==> src/rtl/gomoku_pkg.sv <==
// Shared types and constants for the Gomoku board controller.
package gomoku_pkg;

   localparam int N_DEF       = 6;
   localparam int WIN_LEN_DEF = 5;

   typedef enum logic [1:0] {
      EMPTY = 2'b00,
      BLACK = 2'b01,
      WHITE = 2'b10
   } cell_t;

   typedef enum logic [2:0] {
      IDLE     = 3'd0,
      SCAN_POS = 3'd1,
      SCAN_NEG = 3'd2,
      FINISH   = 3'd3,
      WON      = 3'd4,
      DRAW     = 3'd5
   } state_t;

   // Scan directions: 0 horizontal, 1 vertical, 2 main diagonal, 3 anti-diagonal
   localparam logic signed [1:0] DIR_DR [4] = '{2'sd0, 2'sd1, 2'sd1,  2'sd1};
   localparam logic signed [1:0] DIR_DC [4] = '{2'sd1, 2'sd0, 2'sd1, -2'sd1};

   // Stone colour for the side to move: black moves on turn 0, white on turn 1
   function automatic cell_t turn_colour(input logic turn);
      if (turn) begin
         return WHITE;
      end else begin
         return BLACK;
      end
   endfunction

endpackage

==> src/rtl/board_line_probe.sv <==
// Combinational probe of one cell along a scan line: origin +/- k*(dr,dc).
// Reports a hit when the probed cell is on the board and holds the colour.
module board_line_probe
   import gomoku_pkg::*;
#(
   parameter  int N  = N_DEF,
   localparam int IW = $clog2(N)
) (
   input  logic [N-1:0][N-1:0][1:0] board,
   input  logic [IW-1:0]            org_row,
   input  logic [IW-1:0]            org_col,
   input  logic [1:0]               dir,
   input  logic [IW:0]              k,
   input  logic                     neg,
   input  cell_t                    colour,
   output logic                     hit
);

   // Two extra bits so that -1 and N are representable and detectable
   localparam int CW = IW + 2;

   logic signed [CW-1:0] k_s;
   logic signed [CW-1:0] step_r_s;
   logic signed [CW-1:0] step_c_s;
   logic signed [CW-1:0] row_s;
   logic signed [CW-1:0] col_s;
   logic                 in_bounds_s;
   logic [1:0]           cell_s;

   // Build the signed probe coordinate for the current direction and side
   always_comb begin
      k_s = $signed({1'b0, k});
      if (DIR_DR[dir] == 2'sd0) begin
         step_r_s = '0;
      end else if (DIR_DR[dir] == 2'sd1) begin
         step_r_s = k_s;
      end else begin
         step_r_s = -k_s;
      end
      if (DIR_DC[dir] == 2'sd0) begin
         step_c_s = '0;
      end else if (DIR_DC[dir] == 2'sd1) begin
         step_c_s = k_s;
      end else begin
         step_c_s = -k_s;
      end
      if (neg) begin
         row_s = $signed({2'b00, org_row}) - step_r_s;
         col_s = $signed({2'b00, org_col}) - step_c_s;
      end else begin
         row_s = $signed({2'b00, org_row}) + step_r_s;
         col_s = $signed({2'b00, org_col}) + step_c_s;
      end
   end

   // Bounds check and cell fetch; off-board coordinates never match a cell
   always_comb begin
      in_bounds_s = !row_s[CW-1] && !col_s[CW-1] &&
                    (row_s < $signed(CW'(N))) && (col_s < $signed(CW'(N)));
      cell_s = 2'b00;
      for (int r = 0; r < N; r++) begin
         for (int c = 0; c < N; c++) begin
            if ((row_s == $signed(CW'(r))) && (col_s == $signed(CW'(c)))) begin
               cell_s = board[r][c];
            end else begin
               cell_s = cell_s;
            end
         end
      end
      hit = in_bounds_s && (cell_s == colour);
   end

endmodule

==> src/rtl/board_ctrl.sv <==
// Gomoku game controller: owns the board, sequences placements and runs a
// per-cycle line scan after each accepted stone to detect a win or a draw.
module board_ctrl
   import gomoku_pkg::*;
#(
   parameter  int N       = N_DEF,
   parameter  int WIN_LEN = WIN_LEN_DEF,
   localparam int IW      = $clog2(N)
) (
   input  logic                     clk,
   input  logic                     rst,
   input  logic                     new_game,
   input  logic                     mv_up,
   input  logic                     mv_down,
   input  logic                     mv_left,
   input  logic                     mv_right,
   input  logic                     place,
   output logic [N-1:0][N-1:0][1:0] board,
   output logic [IW-1:0]            cur_row,
   output logic [IW-1:0]            cur_col,
   output logic                     turn,
   output logic                     busy,
   output logic                     game_over,
   output logic [1:0]               winner,
   output logic                     place_rej
);

   localparam int MW  = $clog2(N * N + 1);
   localparam int CNW = $clog2(WIN_LEN + 1);

   state_t                    state_r, state_n;
   logic [N-1:0][N-1:0][1:0]  board_r, board_n;
   logic [IW-1:0]             cur_row_r, cur_row_n;
   logic [IW-1:0]             cur_col_r, cur_col_n;
   logic                      turn_r, turn_n;
   logic [MW-1:0]             moves_r, moves_n;
   logic [IW-1:0]             org_row_r, org_row_n;
   logic [IW-1:0]             org_col_r, org_col_n;
   cell_t                     colour_r, colour_n;
   logic [1:0]                dir_r, dir_n;
   logic [IW:0]               k_r, k_n;
   logic [CNW-1:0]            count_r, count_n;
   logic                      busy_r, busy_n;
   logic                      game_over_r, game_over_n;
   logic [1:0]                winner_r, winner_n;
   logic                      place_rej_r, place_rej_n;
   logic                      hit_s;

   board_line_probe #(.N(N)) u_probe (
      .board   (board_r),
      .org_row (org_row_r),
      .org_col (org_col_r),
      .dir     (dir_r),
      .k       (k_r),
      .neg     (state_r == SCAN_NEG),
      .colour  (colour_r),
      .hit     (hit_s)
   );

   // Next-state, board update and registered-output decode
   always_comb begin
      state_n     = state_r;
      board_n     = board_r;
      cur_row_n   = cur_row_r;
      cur_col_n   = cur_col_r;
      turn_n      = turn_r;
      moves_n     = moves_r;
      org_row_n   = org_row_r;
      org_col_n   = org_col_r;
      colour_n    = colour_r;
      dir_n       = dir_r;
      k_n         = k_r;
      count_n     = count_r;
      place_rej_n = 1'b0;

      case (state_r)
         IDLE: begin
            if (place) begin
               if (board_r[cur_row_r][cur_col_r] != 2'b00) begin
                  place_rej_n = 1'b1;
               end else begin
                  board_n[cur_row_r][cur_col_r] = turn_colour(turn_r);
                  colour_n  = turn_colour(turn_r);
                  org_row_n = cur_row_r;
                  org_col_n = cur_col_r;
                  moves_n   = moves_r + MW'(1);
                  dir_n     = 2'd0;
                  k_n       = (IW+1)'(1);
                  count_n   = CNW'(1);
                  state_n   = SCAN_POS;
               end
            end else if (mv_up) begin
               cur_row_n = (cur_row_r == '0) ? IW'(N - 1) : cur_row_r - IW'(1);
            end else if (mv_down) begin
               cur_row_n = (cur_row_r == IW'(N - 1)) ? '0 : cur_row_r + IW'(1);
            end else if (mv_left) begin
               cur_col_n = (cur_col_r == '0) ? IW'(N - 1) : cur_col_r - IW'(1);
            end else if (mv_right) begin
               cur_col_n = (cur_col_r == IW'(N - 1)) ? '0 : cur_col_r + IW'(1);
            end else begin
               state_n = IDLE;
            end
         end

         SCAN_POS, SCAN_NEG: begin
            if (hit_s) begin
               if ((count_r + CNW'(1)) >= CNW'(WIN_LEN)) begin
                  count_n = CNW'(WIN_LEN);
                  state_n = WON;
               end else begin
                  count_n = count_r + CNW'(1);
                  k_n     = k_r + (IW+1)'(1);
               end
            end else if (state_r == SCAN_POS) begin
               k_n     = (IW+1)'(1);
               state_n = SCAN_NEG;
            end else if (dir_r != 2'd3) begin
               dir_n   = dir_r + 2'd1;
               k_n     = (IW+1)'(1);
               count_n = CNW'(1);
               state_n = SCAN_POS;
            end else begin
               state_n = FINISH;
            end
         end

         FINISH: begin
            if (moves_r == MW'(N * N)) begin
               state_n = DRAW;
            end else begin
               turn_n  = ~turn_r;
               state_n = IDLE;
            end
         end

         WON: begin
            state_n = WON;
         end

         DRAW: begin
            state_n = DRAW;
         end

         default: begin
            state_n = IDLE;
         end
      endcase

      // A new game wins over everything, including a scan in flight
      if (new_game) begin
         state_n     = IDLE;
         board_n     = '0;
         cur_row_n   = '0;
         cur_col_n   = '0;
         turn_n      = 1'b0;
         moves_n     = '0;
         org_row_n   = '0;
         org_col_n   = '0;
         colour_n    = BLACK;
         dir_n       = 2'd0;
         k_n         = (IW+1)'(1);
         count_n     = CNW'(1);
         place_rej_n = 1'b0;
      end else begin
         place_rej_n = place_rej_n;
      end

      busy_n      = (state_n == SCAN_POS) || (state_n == SCAN_NEG) || (state_n == FINISH);
      game_over_n = (state_n == WON) || (state_n == DRAW);
      winner_n    = (state_n == WON) ? colour_n : EMPTY;
   end

   // State and output registers with synchronous reset
   always_ff @(posedge clk) begin
      if (rst) begin
         state_r     <= IDLE;
         board_r     <= '0;
         cur_row_r   <= '0;
         cur_col_r   <= '0;
         turn_r      <= 1'b0;
         moves_r     <= '0;
         org_row_r   <= '0;
         org_col_r   <= '0;
         colour_r    <= BLACK;
         dir_r       <= 2'd0;
         k_r         <= (IW+1)'(1);
         count_r     <= CNW'(1);
         busy_r      <= 1'b0;
         game_over_r <= 1'b0;
         winner_r    <= 2'b00;
         place_rej_r <= 1'b0;
      end else begin
         state_r     <= state_n;
         board_r     <= board_n;
         cur_row_r   <= cur_row_n;
         cur_col_r   <= cur_col_n;
         turn_r      <= turn_n;
         moves_r     <= moves_n;
         org_row_r   <= org_row_n;
         org_col_r   <= org_col_n;
         colour_r    <= colour_n;
         dir_r       <= dir_n;
         k_r         <= k_n;
         count_r     <= count_n;
         busy_r      <= busy_n;
         game_over_r <= game_over_n;
         winner_r    <= winner_n;
         place_rej_r <= place_rej_n;
      end
   end

   assign board     = board_r;
   assign cur_row   = cur_row_r;
   assign cur_col   = cur_col_r;
   assign turn      = turn_r;
   assign busy      = busy_r;
   assign game_over = game_over_r;
   assign winner    = winner_r;
   assign place_rej = place_rej_r;

endmodule

==> config.mk <==
export PLATFORM = sky130hd
export DESIGN_NAME = board_ctrl
export DESIGN_NICKNAME = d
export VERILOG_FILES = /design/src/rtl/gomoku_pkg.sv /design/src/rtl/board_line_probe.sv /design/src/rtl/board_ctrl.sv
export SDC_FILE = /design/constraint.sdc
export NUM_CORES = 1
export LEC_CHECK = 0
export CAP_MARGIN = 20
export CORE_ASPECT_RATIO = 1.2
export CORE_MARGIN = 5
export CORE_UTILIZATION = 40
export CTS_CLUSTER_DIAMETER = 80
export DETAILED_ROUTE_END_ITERATION = 16
export PLACE_DENSITY = 0.68
export SYNTH_ARGS = -nofsm -noshare
export SYNTH_HDL_FRONTEND = slang
export SYNTH_SLANG_ARGS = --single-unit
==> constraint.sdc <==
create_clock -name clk -period 7 [get_ports clk]
set_input_delay 0.7 -clock clk [delete_from_list [all_inputs] [get_ports clk]]
set_output_delay 0.7 -clock clk [all_outputs]
set_load 0.05 [all_outputs]
[Word level (Yosys, flattened, before mapping)]
Index checks and enable logic that the tools add are counted.
Storage, ports and cells
  register bits: 110
  output and inout port bits: 84
Operators by class
  add/subtract/negate cells: 13
  $lt $le $gt $ge: 8
  eq/ne operators: 36
  multiplexer cells: 107
  bitwise operators: 9
  reduce and logical (&&, ||, !) cells: 69
Operators with widths (number)
  2-bit 2-to-1 mux: 57
  72-bit bitwise mux: 1
  3-bit 2-to-1 mux: 24
  1-bit logical AND: 42
  12-bit binary-select mux with 3-bit select: 1
  12-bit demux with 3-bit select: 1
  5-bit 2-to-1 mux: 6
  12-bit 2-to-1 mux: 2
  4-bit 2-to-1 mux: 6
  5-bit by 3-bit == test with 1-bit output, second input constant: 4
  5-bit by 4-bit == test with 1-bit output, second input constant: 4
  3-bit == test, second input constant: 6
  3-bit case mux with 5 select lines: 1
  5-bit AND reduction: 3
  3-bit by 2-bit == test with 1-bit output, second input constant: 4
  2-bit inequality test, second input constant: 6
  4-bit by 5-bit adder with 5-bit output: 2
  5-bit by 2-bit == test with 1-bit output, second input constant: 2
  5-bit logical NOT: 2
  5-bit by 4-bit < comparator with 1-bit output, second input constant: 2
  4-bit by 5-bit subtractor with 5-bit output: 2
  3-bit by 1-bit adder with 3-bit output, second input constant: 3
  3-bit logical NOT: 3
  3-bit inequality test, second input constant: 3
  other kinds (31): 55

[Logic depth before layout (Yosys ltp)]
Gate-level depths: netlist of the first run.
  depth after elaboration: 55
  mapped depth: 27

[Hierarchy]
From an unflattened synthesis of the first run, not the netlist that was laid out.
Unflattened totals
  cells, all modules: 852
  area total of the unflattened synthesis: 7175.6 µm²
Modules (own cells, without submodules)
  board_ctrl: instances 1, cells an instance 555, area each 5216.3 µm², sequential area each 2202.1 µm²
  board_line_probe: instances 1, cells an instance 297, area each 1959.4 µm², sequential area each 0.0 µm²

[Worst setup path after synthesis of the first run]
OpenSTA, ideal clock, no wires.
  kind: register to register
  start point: reg k_r[1]
  end point: reg dir_r[1]
  setup time: 0.070 ns
  arrival: 5.574 ns
  required time: 6.930 ns
  slack: 1.356 ns
  stages on the path, launching flop included: 27
  path buffers: 3
  clock period less this slack: 5.644 ns
  cells stage by stage: dfxtp_1 -> inv_1 -> ha_1 -> mux2i_1 -> or2_2 -> ha_1 -> nor2_1 -> xnor2_1 -> ha_1 -> buf_2 -> and3b_1 -> a2111oi_0 -> nand2_1 -> o22ai_1 -> a221o_2 -> and2_1 -> buf_4 -> nand2_1 -> buf_2 -> o311ai_0 -> o2111ai_1 -> a211oi_1 -> nor4_1 -> o211ai_2 -> a31oi_1 -> or4b_1 -> a21oi_1
Between the ends
  cells in the longest elaborated chain, start to end: 47
  elaborated cells on any way between the ends: 106
  classes of those cells: add/sub: 5; order compare: 2; eq/ne: 12; mux: 42; reduce/logical: 45
Ends and longest elaborated chain
  from (decl): line board_ctrl.sv:41  | logic [IW:0] k_r, k_n;
  from (signal assigned): line board_ctrl.sv:186  | k_r <= (IW+1)'(1);
  from (signal assigned): line board_ctrl.sv:203  | k_r <= k_n;
  4-bit negator with 5-bit output: line board_line_probe.sv:38, board_line_probe.sv:45
  5-bit 2-to-1 mux, on equally long branches: line board_line_probe.sv:35, board_line_probe.sv:42
  5-bit 2-to-1 mux, on equally long branches: line board_line_probe.sv:33, board_line_probe.sv:40
  4-bit by 5-bit adder with 5-bit output, or another cell as far along: line board_line_probe.sv:51  | row_s = $signed({2'b00, org_row}) + step_r_s;
  5-bit 2-to-1 mux: line board_line_probe.sv:47  | if (neg) begin
  5-bit logical NOT: line board_line_probe.sv:63  | if ((row_s == $signed(CW'(r))) && (col_s == $signed(CW'(c)))) begin
  1-bit logical AND: line board_line_probe.sv:63
  2-bit 2-to-1 mux (36 in series): line board_line_probe.sv:63
  2-bit == test: line board_line_probe.sv:70  | hit = in_bounds_s && (cell_s == colour);
  1-bit logical AND (*): line board_line_probe.sv:70
  2-bit inequality test (no source line) (*)
  6-bit AND reduction (no source line) (*)
  to (signal assigned): line board_ctrl.sv:202  | dir_r <= dir_n;
  to (decl): line board_ctrl.sv:40  | logic [1:0] dir_r, dir_n;
Every way passes the cells marked *; elsewhere a longest branch is shown, timed or not.
A chain may end at the register's enable or synchronous reset.

[Final worst setup path of the first run]
  start point: reg k_r[0]
  end point: reg dir_r[1]
Same word-level chain as after synthesis.

==> results of run 1 <==
## worst min path at each step
stage                              endpoint  depth (start not counted)                     from
global route        count_r[2]$_SDFFE_PP0P_                          2  count_r[2]$_SDFFE_PP0P_
detailed placement  count_r[2]$_SDFFE_PP0P_                          2  count_r[2]$_SDFFE_PP0P_
global placement    count_r[2]$_SDFFE_PP0P_                          2  count_r[2]$_SDFFE_PP0P_
CTS                 count_r[2]$_SDFFE_PP0P_                          2  count_r[2]$_SDFFE_PP0P_
floorplan           count_r[2]$_SDFFE_PP0P_                          2  count_r[2]$_SDFFE_PP0P_
finish              count_r[2]$_SDFFE_PP0P_                          2  count_r[2]$_SDFFE_PP0P_
## tightest hold or removal path, stage by stage (launching register included)
cell and delay (ns):
dfxtp_1 0.32, nand2_1 0.05, a21oi_1 0.05
## cells by family (layout without fill, tap and decap cells)
| kind of cell | after synthesis | count (layout) |
|---|---|---|
| muxes | 29 | 29 |
| buffers and inverters | 90 | 158 |
| adders and majority gates | 22 | 22 |
| and+or+nand+nor | 325 | 325 |
| DFF | 110 | 110 |
| xor gates and xnor gates | 17 | 17 |
| AOI/OAI and AO/OA | 261 | 261 |
## cell type report
type	count	area share
clock buffers	9	0.0282
clock inverters	7	0.0138
inverters	34	0.0160
multi-input cells	654	0.503
flip-flops and latches	110	0.276
well taps	212	0.0333
repair buffers	108	0.130
## what timing repair did
action	CTS	global route
endpoints found under the setup margin	0	14
resized for setup	0	3
hold buffers	0	0
## through the flow
stage	setup slack [ns]	setup TNS, ns	hold slack, ns
6_report	0.381	0	0.467
5_1_grt	-0.0508	-0.0809	0.510
4_1_cts	0.410	0	0.474
3_5_place_dp	0.449	0	0.461
3_3_place_gp	0.608	0	0.450
2_1_floorplan	1.36	0	0.441
## where the power goes
group	switching (µW)	total [µW]	leakage [µW]	internal [µW]
Sequential	7.06	636	0.000887	628
Combinational	120	178	0.00176	58.3
Clock	280	575	0.000163	295
Total	406	1390	0.00280	982
## sequential cells by signal (all words and copies together), names as in the netlist
register / flops
board: 72
moves_r: 6
k_r: 4
count_r: 3
cur_col: 3
cur_row: 3
org_col_r: 3
org_row_r: 3
state_r: 3
colour_r: 2
dir_r: 2
winner: 2
busy: 1
game_over: 1
place_rej: 1
turn: 1
## cell usage in the layout (no fill, tap or decap), types with 8 or more instances in the layout
master and instances:
a211oi_1 17, a21o_1 8, a21oi_1 104, and3_1 8
buf_4 16, clkbuf_16 9, clkdlybuf4s50_1 91, dfxtp_1 110
ha_1 20, inv_1 33, mux2i_1 23, nand2_1 51
nand2b_1 9, nand3_1 16, nand4_1 15, nor2_1 136
nor2b_1 11, nor3_1 33, nor4_1 11, o21ai_0 48
xor2_1 8
## routing by layer
metal	GRT usage	wire, µm	up-vias
li1	-	-	3211
met1	0.303	9510	3231
met2	0.406	10900	357
met3	0.0401	2030	87
met4	0.148	1430	0
met5	0	0	-
==> run summary, run 1 <==
TritonRoute pass-1 iters: 5
max_cap viols: 0
Worst Clk Skew: 0.0120 ns
Required @ worst endpoint: 7.29 ns
Reg2Reg Depth: 23
post-synth net total: 884
beginning of the critical path: k_r[0]$_SDFFE_PP1P_
Clock Sink Count: 110
placed instance count: 1117
cts bufs inserted: 9
gr usage total: 0.247
drt drc: 0
fmax: 151 MHz
Syn Inst Count: 854
Final Util: 0.492
Area growth syn-to-layout: 21.3%
hpwl dp: 17200 µm
worst slew pin tran: 1.07 ns
Synth Area in XOR/XNOR: 0.0249
period utilisation layout: 0.946
Seq cells post-synth: 110
Die X: 127 µm
mux cell area share after synthesis: 0.0470
simple-gate share of the synthesized area: 0.235
drt wl/cell: 21.0 µm
layout net count: 947
max-slew violation count: 0
multi-input logic area: 4010 µm²
Detailed Route WL: 23800 µm
reg2reg end: dir_r[1]$_SDFFE_PP0P_
CP Launch Type: flop
vias: 6886
Design Power: 1390 µW
Post-synth top cells: nor2_1, dfxtp_1, a21oi_1
H-tree levels: 3
worst r2r src: k_r[0]$_SDFFE_PP1P_
Synth cell types: 85
cell area after layout: 7970 µm²
worst-path fanout max: 11
Synth async-reset ratio: 0
Fill cells: 1627
RSZ-0062 raised after global routing: true
Ant. Diodes: 0
CTS tree: done
Worst setup EP type: flop
sequential fraction of the synthesis area: 0.335
drt initial violations: 744
Worst path slowest cell: dfxtp_1
Post-synth EDFFs: 0
Compound-Gate Fraction of Synth Area: 0.256
first-pass GRT wire length: 36900 µm
cell depth of the worst setup path: 23
Final Hold Fails: 0
fin cells: 1134
root buffer cell: clkbuf_16
post-placement cell area: 7620 µm²
chip height: 150 µm
Area contributors post-synth: dfxtp_1, a21oi_1, nor2_1, ha_1, o21ai_0
vias per cell: 6.07
WP buf/inv: 1
share of cells above drive strength 1: 0.0672
Critical Path AT: 6.91 ns
GR Overflow Total: 0
vias in the first global route: 6474
initial antenna violation count: 0
CP most frequent cell: ha_1
initial core utilization: 0.406
status: finished clean
IR drop worst, VDD: 100 µV
Core Rows: 51
cell area after synthesis: 6570 µm²
Reg area: 2200 µm²
Antenna Nets Post-Route: 0
cell taking the most area after synthesis: dfxtp_1
full die area: 19100 µm²
largest net degree at the start of global routing: 102
CP Cell Sequence: inv_1 > ha_1 > mux2i_1 > or2_2 > ha_1 > nor2_1 > xnor2_1 > ha_1 > and3b_1 > a211oi_1 > nor3_1 > mux2_2 > a221o_2 > and2_1 > nand2_1 > o32ai_1 > nor4_1 > a211oi_1 > o21a_1 > o211ai_2 > a31oi_1 > or4b_1 > a21oi_1
YS warnings: 0
Avg Inst Size Synth: 7.70 µm²
Worst-path clk slew: 0.08 ns
Critical Path Max Stage Delay: 0.56 ns
gpl congestion: 1.04
Tmin final: 6.62 ns
most frequent cell after synthesis: nor2_1
final setup fails: 0
core area: 16200 µm²
headroom to the max-slew limit: 0.289
R2R setup slack: 0.38 ns
port buffer count: 91
Post-Synth Adder-Cell Area: 0.0442
crit path to: dir_r[1]$_SDFFE_PP0P_
clock tree buffer depth: 2
worst hold-check path type: flop to flop
number of setup buffers added after CTS: 0
leakage: 0.00280 µW
IO Count: 92
main flop type after synthesis: dfxtp_1
Power Density: 174 nW/µm²
CP top delay family: simple AND/OR/NAND/NOR gates
kind of critical path: flop to flop
largest family of logic cells by synthesized area: compound AO/OA/AOI/OAI gates
clock latency on the worst-skew pair: 0.37 ns
post-synth top area share: 0.335
No activity file was read; power rests on OpenSTA's default activity.
==> run 2: changes to the inputs <==
SKIP_LAST_GASP = 1   (was unset)
==> results of run 2 <==
The final DEF is identical to that of run 1; final timing and power are the same.
